===== config.mk =====
export PLATFORM = sky130hd
export DESIGN_NAME = i2c_bit_generator
export DESIGN_NICKNAME = d
export VERILOG_FILES = /design/src/rtl/i2c_bit_generator.sv
export SDC_FILE = /design/constraint.sdc
export NUM_CORES = 1
export LEC_CHECK = 0
export ABC_AREA = 1
export BUFFER_PORTS_ARGS = -buffer_cell sky130_fd_sc_hd__buf_2
export CAP_MARGIN = 15
export CORE_MARGIN = 2
export CORE_UTILIZATION = 27
export CTS_BUF_LIST = sky130_fd_sc_hd__clkbuf_8
export DETAILED_ROUTE_END_ITERATION = 8
export PLACE_DENSITY = 0.41
export SYNTH_ARGS = -nofsm -noshare
export SYNTH_HDL_FRONTEND = slang
export SYNTH_SLANG_ARGS = --single-unit

===== constraint.sdc =====
create_clock -name clk -period 7.1 [get_ports clk]
set_clock_uncertainty 0.1 [all_clocks]
set_input_delay 0 -clock clk [delete_from_list [all_inputs] [get_ports clk]]
set_output_delay 0 -clock clk [all_outputs]
set_load 0.05 [all_outputs]

===== src/rtl/i2c_bit_generator.sv =====
`default_nettype none
// ============================================================================
//  Module   : i2c_bit_generator
//  Purpose  : I2C bit-level engine. Turns one START / STOP / WRITE / READ
//             command into four timed phases of open-drain SCL/SDA levels.
//             Each phase lasts prescale+1 clk cycles. SCL low-stretching by
//             a slave holds phase 1.
//  Ports    : clk                 - rising-edge clock
//             rst_                - asynchronous active-low reset
//             prescale[PRESC_W]   - phase length minus one (latched at accept)
//             cmd[3], cmd_valid   - command request (1 START,2 STOP,3 WRITE,4 READ)
//             cmd_ready           - high while idle
//             din                 - WRITE data bit (latched at accept)
//             dout                - bit sampled by the last READ
//             done                - one-cycle completion pulse
//             busy                - command in progress
//             scl_in, sda_in      - raw bus levels (asynchronous)
//             scl_oe, sda_oe      - open-drain pull-low enables (registered)
//  Revision : 1.0  initial release
// ============================================================================
module i2c_bit_generator #(
   parameter int PRESC_W = 16
) (
   input  logic               clk,
   input  logic               rst_,
   input  logic [PRESC_W-1:0] prescale,
   input  logic [2:0]         cmd,
   input  logic               cmd_valid,
   output logic               cmd_ready,
   input  logic               din,
   output logic               dout,
   output logic               done,
   output logic               busy,
   input  logic               scl_in,
   input  logic               sda_in,
   output logic               scl_oe,
   output logic               sda_oe
);

   // State codes equal the command codes so an accepted cmd maps directly.
   localparam logic [2:0] S_IDLE  = 3'd0;
   localparam logic [2:0] S_START = 3'd1;
   localparam logic [2:0] S_STOP  = 3'd2;
   localparam logic [2:0] S_WRITE = 3'd3;
   localparam logic [2:0] S_READ  = 3'd4;

   logic [2:0]         r_state;
   logic [1:0]         r_phase;
   logic [PRESC_W-1:0] r_cnt;
   logic [PRESC_W-1:0] r_presc;
   logic               r_din;
   logic               r_dout;
   logic               r_done;
   logic               r_scl_oe;
   logic               r_sda_oe;
   logic               r_scl_s1, r_scl_s2;
   logic               r_sda_s1, r_sda_s2;

   logic [2:0]         w_state_nxt;
   logic [1:0]         w_phase_nxt;
   logic [PRESC_W-1:0] w_cnt_nxt;
   logic               w_done_nxt;
   logic               w_din_nxt;
   logic               w_scl_oe_nxt;
   logic               w_sda_oe_nxt;
   logic               w_accept;
   logic               w_cmd_ok;
   logic               w_hold;
   logic               w_sample;

   assign w_cmd_ok  = (cmd >= 3'd1) && (cmd <= 3'd4);
   assign w_accept  = cmd_valid && (r_state == S_IDLE) && w_cmd_ok;
   // Slave stretching: phase 1 stays at its reload value while SCL reads low.
   assign w_hold    = (r_phase == 2'd1) && (r_cnt == r_presc) && !r_scl_s2;
   assign w_sample  = (r_state == S_READ) && (r_phase == 2'd2) && (r_cnt == '0);
   assign w_din_nxt = w_accept ? din : r_din;

   // Phase sequencing
   always_comb begin
      w_state_nxt = r_state;
      w_phase_nxt = r_phase;
      w_cnt_nxt   = r_cnt;
      w_done_nxt  = 1'b0;
      if (r_state == S_IDLE) begin
         if (w_accept) begin
            w_state_nxt = cmd;
            w_phase_nxt = 2'd0;
            w_cnt_nxt   = prescale;
         end
      end else if (w_hold) begin
         w_cnt_nxt = r_cnt;
      end else if (r_cnt == '0) begin
         if (r_phase == 2'd3) begin
            w_state_nxt = S_IDLE;
            w_phase_nxt = 2'd0;
            w_done_nxt  = 1'b1;
         end else begin
            w_phase_nxt = r_phase + 2'd1;
            w_cnt_nxt   = r_presc;
         end
      end else begin
         w_cnt_nxt = r_cnt - PRESC_W'(1);
      end
   end

   // Line levels are computed from the state/phase about to be entered, so
   // they appear registered in the first cycle of that phase. Fields a phase
   // does not mention keep their previous value; IDLE holds both lines.
   always_comb begin
      w_scl_oe_nxt = r_scl_oe;
      w_sda_oe_nxt = r_sda_oe;
      case (w_state_nxt)
         S_START: begin
            case (w_phase_nxt)
               2'd0:    w_sda_oe_nxt = 1'b0;
               2'd1:    w_scl_oe_nxt = 1'b0;
               2'd2:    w_sda_oe_nxt = 1'b1;
               default: w_scl_oe_nxt = 1'b1;
            endcase
         end
         S_STOP: begin
            case (w_phase_nxt)
               2'd0: begin
                  w_scl_oe_nxt = 1'b1;
                  w_sda_oe_nxt = 1'b1;
               end
               2'd1:    w_scl_oe_nxt = 1'b0;
               2'd2:    ;
               default: w_sda_oe_nxt = 1'b0;
            endcase
         end
         S_WRITE, S_READ: begin
            w_sda_oe_nxt = (w_state_nxt == S_WRITE) ? ~w_din_nxt : 1'b0;
            case (w_phase_nxt)
               2'd0:    w_scl_oe_nxt = 1'b1;
               2'd1:    w_scl_oe_nxt = 1'b0;
               2'd2:    ;
               default: w_scl_oe_nxt = 1'b1;
            endcase
         end
         default: ;
      endcase
   end

   always_ff @(posedge clk or negedge rst_) begin
      if (!rst_) begin
         r_state  <= S_IDLE;
         r_phase  <= 2'd0;
         r_cnt    <= '0;
         r_presc  <= '0;
         r_din    <= 1'b0;
         r_dout   <= 1'b0;
         r_done   <= 1'b0;
         r_scl_oe <= 1'b0;
         r_sda_oe <= 1'b0;
         r_scl_s1 <= 1'b1;
         r_scl_s2 <= 1'b1;
         r_sda_s1 <= 1'b1;
         r_sda_s2 <= 1'b1;
      end else begin
         r_scl_s1 <= scl_in;
         r_scl_s2 <= r_scl_s1;
         r_sda_s1 <= sda_in;
         r_sda_s2 <= r_sda_s1;
         r_state  <= w_state_nxt;
         r_phase  <= w_phase_nxt;
         r_cnt    <= w_cnt_nxt;
         r_done   <= w_done_nxt;
         r_din    <= w_din_nxt;
         r_scl_oe <= w_scl_oe_nxt;
         r_sda_oe <= w_sda_oe_nxt;
         if (w_accept) begin
            r_presc <= prescale;
         end
         if (w_sample) begin
            r_dout <= r_sda_s2;
         end
      end
   end

   assign cmd_ready = (r_state == S_IDLE);
   assign busy      = (r_state != S_IDLE);
   assign done      = r_done;
   assign dout      = r_dout;
   assign scl_oe    = r_scl_oe;
   assign sda_oe    = r_sda_oe;

endmodule
`default_nettype wire


### Word level (Yosys, flattened, before mapping)

Index checks and enable logic that the tools add are counted.

| cells by class | value |
|---|---|
| $add $sub $neg | 2 |
| magnitude comparators | 2 |
| equality and inequality tests | 19 |
| multiplexer cells | 28 |
| bitwise operators | 1 |
| reductions and logical operators | 19 |

Operator list:

| kind | count |
|---|---|
| $mux W16 | 5 |
| $eq A16 B16 Y1 | 1 |
| $logic_not A16 Y1 | 1 |
| $sub A16 B1 Y16 const B | 1 |
| $mux W3 | 5 |
| $mux W2 | 5 |
| $pmux W1 S2 | 5 |
| $ne A3 B3 Y1 const B | 3 |
| $ne A2 B2 Y1 const B | 4 |
| $logic_and A1 B1 Y1 | 7 |
| $eq A2 B2 Y1 const B | 3 |
| $eq A3 B2 Y1 const B | 2 |
| $eq A3 B3 Y1 const B | 2 |
| $mux W1 | 6 |
| $pmux W1 S3 | 2 |
| $reduce_and A3 Y1 | 2 |
| $reduce_bool A3 Y1 | 2 |
| $reduce_or A2 Y1 | 3 |
| $eq A2 B1 Y1 const B | 2 |
| $reduce_and A4 Y1 | 1 |
| $eq A3 B1 Y1 const B | 1 |
| $ge A3 B1 Y1 const B | 1 |
| $le A3 B3 Y1 const B | 1 |
| $logic_not A3 Y1 | 1 |
| other kinds (5) | 5 |

| storage, ports and cells | value |
|---|---|
| register bits after elaboration | 46 |
| input port bits | 25 |
| output and inout port bits | 6 |
| logic and storage cells | 84 |

### Depth between registers and ports, before layout

| logic depth | value |
|---|---|
| word-level depth | 9 |
| mapped depth | 22 |
| mapped depth without buffers | 22 |

### Worst setup path after synthesis

OpenSTA, ideal clock, no wires.

| timing path | value |
|---|---|
| path kind | reg2reg |
| start | register r_cnt[0] |
| end | register r_scl_oe, in the netlist scl_oe |
| library setup time | 0.119 ns |
| arrival | 2.418 ns |
| data required time | 6.881 ns |
| setup slack | 4.463 ns |
| cell stages (with the launch flop) | 21 |
| path buffers | 0 |
| period minus slack after synthesis | 2.637 ns |
| cells stage by stage | dfrtp_1 > inv_1 > ha_1 > inv_1 > nor3_2 > nand3_4 > inv_1 > nand2_1 > a21oi_1 > nand2_1 > o21ai_0 > inv_1 > ha_1 > nor2_1 > inv_1 > nand4_1 > nand2_1 > inv_1 > nand3_1 > nand2_1 > nand2_1 |

| between the ends | value |
|---|---|
| longest elaborated chain between the ends | 9 |
| elaborated cells between the ends (all ways) | 28 |
| classes of those cells | eq/ne: 10; mux: 10; reduce/logical: 8 |

Ends and longest elaborated chain:

| what | line | RTL |
|---|---|---|
| start, declared | 49 | `logic [PRESC_W-1:0] r_cnt;` |
| start signal, assigned | 167 | `r_cnt <= w_cnt_nxt;` |
| $eq A16 B16 Y1 | 74 | `assign w_hold = (r_phase == 2'd1) && (r_cnt == r_presc) && !r_scl_s2;` |
| $logic_and A1 B1 Y1 (2 in a row) | 74 |  |
| $mux W2 (*) | 90 | `end else if (w_hold) begin` |
| $mux W2 (*) | 84 | `if (r_state == S_IDLE) begin` |
| named net w_phase_nxt[0] | 60 | `logic [1:0] w_phase_nxt;` |
| $eq A2 B2 Y1 or $logic_not A2 Y1 (tied branches) | 114, 134, 122 |  |
| $reduce_or A2 Y1 (no source line) | - |  |
| $pmux W1 S2 or $ne A2 B2 Y1 (tied branches) | - |  |
| $pmux W1 S3 or $reduce_and A4 Y1 (tied branches) | - |  |
| end signal, assigned | 170 | `r_scl_oe <= w_scl_oe_nxt;` |
| end, declared | 54 | `logic r_scl_oe;` |

The timed path passes the listed nets; every way through them passes the cells marked *.
A chain may end at the register's enable or synchronous reset.

### Worst setup path in the final report

| timing path | value |
|---|---|
| start | register r_state[1] |
| end | register r_scl_oe, in the netlist scl_oe |

| between the ends | value |
|---|---|
| longest elaborated chain between the ends | 9 |
| elaborated cells between the ends (all ways) | 28 |
| classes of those cells | eq/ne: 9; mux: 11; reduce/logical: 8 |

Ends and longest elaborated chain:

| what | line | RTL |
|---|---|---|
| start, declared | 47 | `logic [2:0] r_state;` |
| start signal, assigned | 165 | `r_state <= w_state_nxt;` |
| $logic_not A3 Y1 (*) | 72, 84 |  |
| $logic_and A1 B1 Y1 (2 in a row) | 72 | `assign w_accept = cmd_valid && (r_state == S_IDLE) && w_cmd_ok;` |
| $mux W2 | 85 | `if (w_accept) begin` |
| $mux W2 (*) | 84 |  |
| named net w_phase_nxt[1] | 60 |  |
| $eq A2 B2 Y1 or $logic_not A2 Y1 (tied branches) | 114, 134, 122 |  |
| $reduce_or A2 Y1 (no source line) | - |  |
| $pmux W1 S2 or $ne A2 B2 Y1 (tied branches) | - |  |
| $pmux W1 S3 or $reduce_and A4 Y1 (tied branches) | - |  |

Marked as above.

==> reports/qor.csv <==
stage,metric,value,unit
synthesis,post-synth top area cell,dfrtp_1,
status,failing checks,DRC,
die,initial core utilization,0.278,
pwr,Worst IR Drop VDD,60.5,uV
worst_setup_path,"slowest stage delay, CP",670,ps
synthesis,Main synth FF type,dfrtp_1,
die,Core Rows,39,
timing,final period utilization,0.471,
worst_setup_path,Reg2Reg Depth,15,
synthesis,Post-Syn Area,3200,sq um
synthesis,YS warnings,0,
placed_design,hpwl dp,6.69,mm
die,# IOs,31,
timing,Worst-Margin Slew,1080,ps
worst_setup_path,crit path kind,reg2reg,
timing,Achievable Freq,0.299,GHz
global_route,routing usage on met1,0.207,
die,width of the die,113,um
global_route,remaining global-route overflow,0,
synthesis,Yosys cell types,43,
route,number of vias per cell,4.67,
worst_setup_path,CP Capture Type,register,
placed_design,GP Congestion,0.841,
synthesis,"top cells by area, synth","dfrtp_1 33%, nand2_1 10%, inv_1 5.3%",
hold_path,Hold Path End,r_state[0],
timing,"Setup violations, final",0,
cells_and_area,share of layout cells above drive strength 1,0.199,
timing,hold slack,24.8,ps
flow_run,# Max-Cap Violations,0,
timing,max_slew headroom,0.280,
route,DR pass1 iterations,6,
timing,Tmin final,3340,ps
synthesis,asr flop ratio synth,1.00,
route,Detailed Route WL,8.94,mm
cells_and_area,nets@finish,504,
timing,Fin. Hold Viols,0,
worst_setup_path,CP arrival,3450,ps
hold_path,hold crit path type,in2reg,
hold_path,Hold Path Cell Cnt,3,
global_route,Total GRT Usage,0.147,
worst_setup_path,CP startpoint,r_state[1],
route,ANT nets after route,0,
global_route,largest net degree at the start of global routing,47,
global_route,initial antenna violation count,0,
route,vias,2875,
status,status,"complete, but fails checks",
clock_network,Clock Pin Slew Worst Setup and Hold Paths,80,ps
clock_network,CTS Sinks,46,
timing,post-route setup TNS,0,ps
timing,fin. max-slew vios,0,
global_route,met2 Track Usage GR,0.229,
worst_setup_path,Buf/Inv on CP,3,
global_route,number of global-route vias before repair,2772,
die,Die Ht,113,um
worst_setup_path,worst path required time,7210,ps
route,DRC Markers,1,
clock_network,clk root buf,clkbuf_8,
pwr,Lkg Pwr,1.80,nW
clock_network,later-pin clock latency in the skew report,320,ps
cells_and_area,final antenna diode count,0,
placed_design,port bufs,30,
synthesis,number of synthesized register bits,46,
global_route,GR Layer Usage met3,0.0348,
worst_setup_path,cell family with most CP delay,simple AND/OR/NAND/NOR gates,
clock_network,CTS resizes,0,
worst_setup_path,CP Max Fanout,36,
synthesis,Post-Syn Instances,423,
cells_and_area,"Area growth, synth to finish",17.9,%
clock_network,H-tree Lvls,2,
worst_setup_path,CP dominant cell by count,nand2_1,
clock_network,clk buf depth,2,
worst_setup_path,r2r setup slk,3760,ps
route,DRT iter0 DRCs,121,
worst_setup_path,r2r startpoint,r_state[1],
global_route,gr busiest metal,met2,
timing,unrepaired setup endpoints after global routing,no,
synthesis,post-synthesis sequential area ratio,0.361,
hold_path,Hold Crit Start,cmd_valid,
cells_and_area,Util after Layout,0.328,
die,Core Box Area,11500,sq um
worst_setup_path,critical path launch point type,register,
synthesis,number of flops mapped to enable cells by yosys,0,
synthesis,syn nets,456,
die,Die ar.,12700,sq um
global_route,global-route wire length before repair,14.6,mm
route,drt wl/cell,14.5,um
worst_setup_path,CP max-delay cell,nand3_2,
worst_setup_path,crit path cell chain,"nor2_1, inv_2, nor2_2, nand3_2, nand2_1, o21ai_0, ha_1, nor2_1, inv_1, nand4_1, nand2_1, inv_1, nand3_1, nand2_1, nand2_1",
worst_setup_path,reg2reg end,scl_oe,
synthesis,syn_area_per_cell,7.57,sq um
clock_network,CTS tree,yes,
pwr,Cell Pwr Density,118,nW/um^2
clock_network,cts bufs inserted,5,
synthesis,Synth top area share,0.328,
-- synth_stat cells, types with 2 or more instances --
library cell	n
buf_6	2
nand4_1	9
nand2_4	5
xnor2_1	3
nor3_1	5
ha_1	8
inv_1	45
dfrtp_1	42
o21ai_0	25
inv_2	14
nand2_2	9
o211ai_2	3
a21oi_1	21
clkbuf_1	9
a31oi_1	3
nor4_1	3
dfstp_2	4
nand3_4	2
o21ai_1	11
nand3_1	18
nor2_2	5
o22ai_1	5
o211ai_1	14
nor2_4	4
nand3_2	5
xor2_1	7
nor2_1	41
nand2_1	86
-- logic make-up (layout without fill, tap and decap cells) --
family	after synthesis	in the layout	share of synthesized area
AOI/OAI and AO/OA	88	88	0.167
xor gates and xnor gates	10	10	0.0274
adders and majority gates	8	8	0.0313
buffers and inverters	72	121	0.0911
DFF	46	46	0.361
muxes	1	1	0.00352
and+or+nand+nor	198	198	0.318
-- metal layers --
metal,share of wire,routed length [um]
met3,0.037,331
met5,0,0
met2,0.45,3990
met4,0.013,118
met1,0.50,4500
-- cells in the final DEF (no fill, tap or decap), types with 2 or more instances in the layout --
master,count
dfstp_2,4
ha_1,8
xor2_1,7
clkbuf_8,5
nand3_4,2
nand2_4,5
nand2_2,9
o21ai_0,25
o22ai_1,5
nor2_4,4
dlygate4sd3_1,22
dfrtp_1,42
o211ai_2,3
nor2_2,5
nor4_1,3
a31oi_1,3
xnor2_1,3
buf_2,30
nand4_1,9
o21ai_1,11
nand3_1,18
nand3_2,5
nor2_1,41
inv_1,48
nor3_1,5
nand2_1,86
o211ai_1,14
a21oi_1,21
inv_2,14
-- tightest hold or removal path, stage by stage --
cell and delay, ps:
buf_2 120, nand4_2 170, nand2_8 90
-- flip-flops by register name, indices dropped and copies added (netlist names) --
name	count
scl_oe	1
r_sda_s1	1
dout	1
r_cnt	16
r_sda_s2	1
done	1
sda_oe	1
r_scl_s2	1
r_presc	16
r_din	1
r_state	3
r_scl_s1	1
r_phase	2
-- worst max path at each step --
| stage | cells after the start | slack [ps] | endpoint |
|---|---|---|---|
| after floorplan | 20 | 4460 | scl_oe |
| after global placement | 15 | 3800 | sda_oe |
| after detailed placement | 16 | 3730 | scl_oe |
| after CTS | 15 | 3680 | scl_oe |
| after global routing | 16 | 3340 | scl_oe |
| final | 15 | 3760 | scl_oe |
-- through the flow --
stage          instances  power (W)  cell area, sq um  worst slack (ps)
2_1_floorplan        423   0.000271              3200              4460
3_3_place_gp         585   0.000287              3470              3800
3_5_place_dp         585   0.000287              3470              3730
4_1_cts              615   0.000460              3770              3680
5_1_grt              615   0.000475              3770              3340
6_report             615   0.000447              3770              3760
-- layout make-up --
cell class | instances | area (sq um)
clock buffers | 5 | 68.8
well taps | 143 | 179
repair buffers | 53 | 378
fillers | 1258 | 7740
multi-input cells | 305 | 1750
flip-flops and latches | 46 | 1160
inverters | 60 | 228
clock inverters | 3 | 11.3
-- power breakdown --
| part | internal [W] | leakage (nW) | total, W | switching [W] |
|---|---|---|---|---|
| Combinational | 0.0000139 | 1.29 | 0.0000261 | 0.0000122 |
| Sequential | 0.000264 | 0.463 | 0.000264 | 0.000000569 |
| Clock | 0.0000658 | 0.0519 | 0.000156 | 0.0000906 |
| Total | 0.000343 | 1.80 | 0.000447 | 0.000103 |
-- timing repair --
action | CTS | global route
setup buffers | 0 | 0
hold endpoints to repair | 78 | 0
hold buffers | 22 | 0
(Power assumes the default switching activity.)
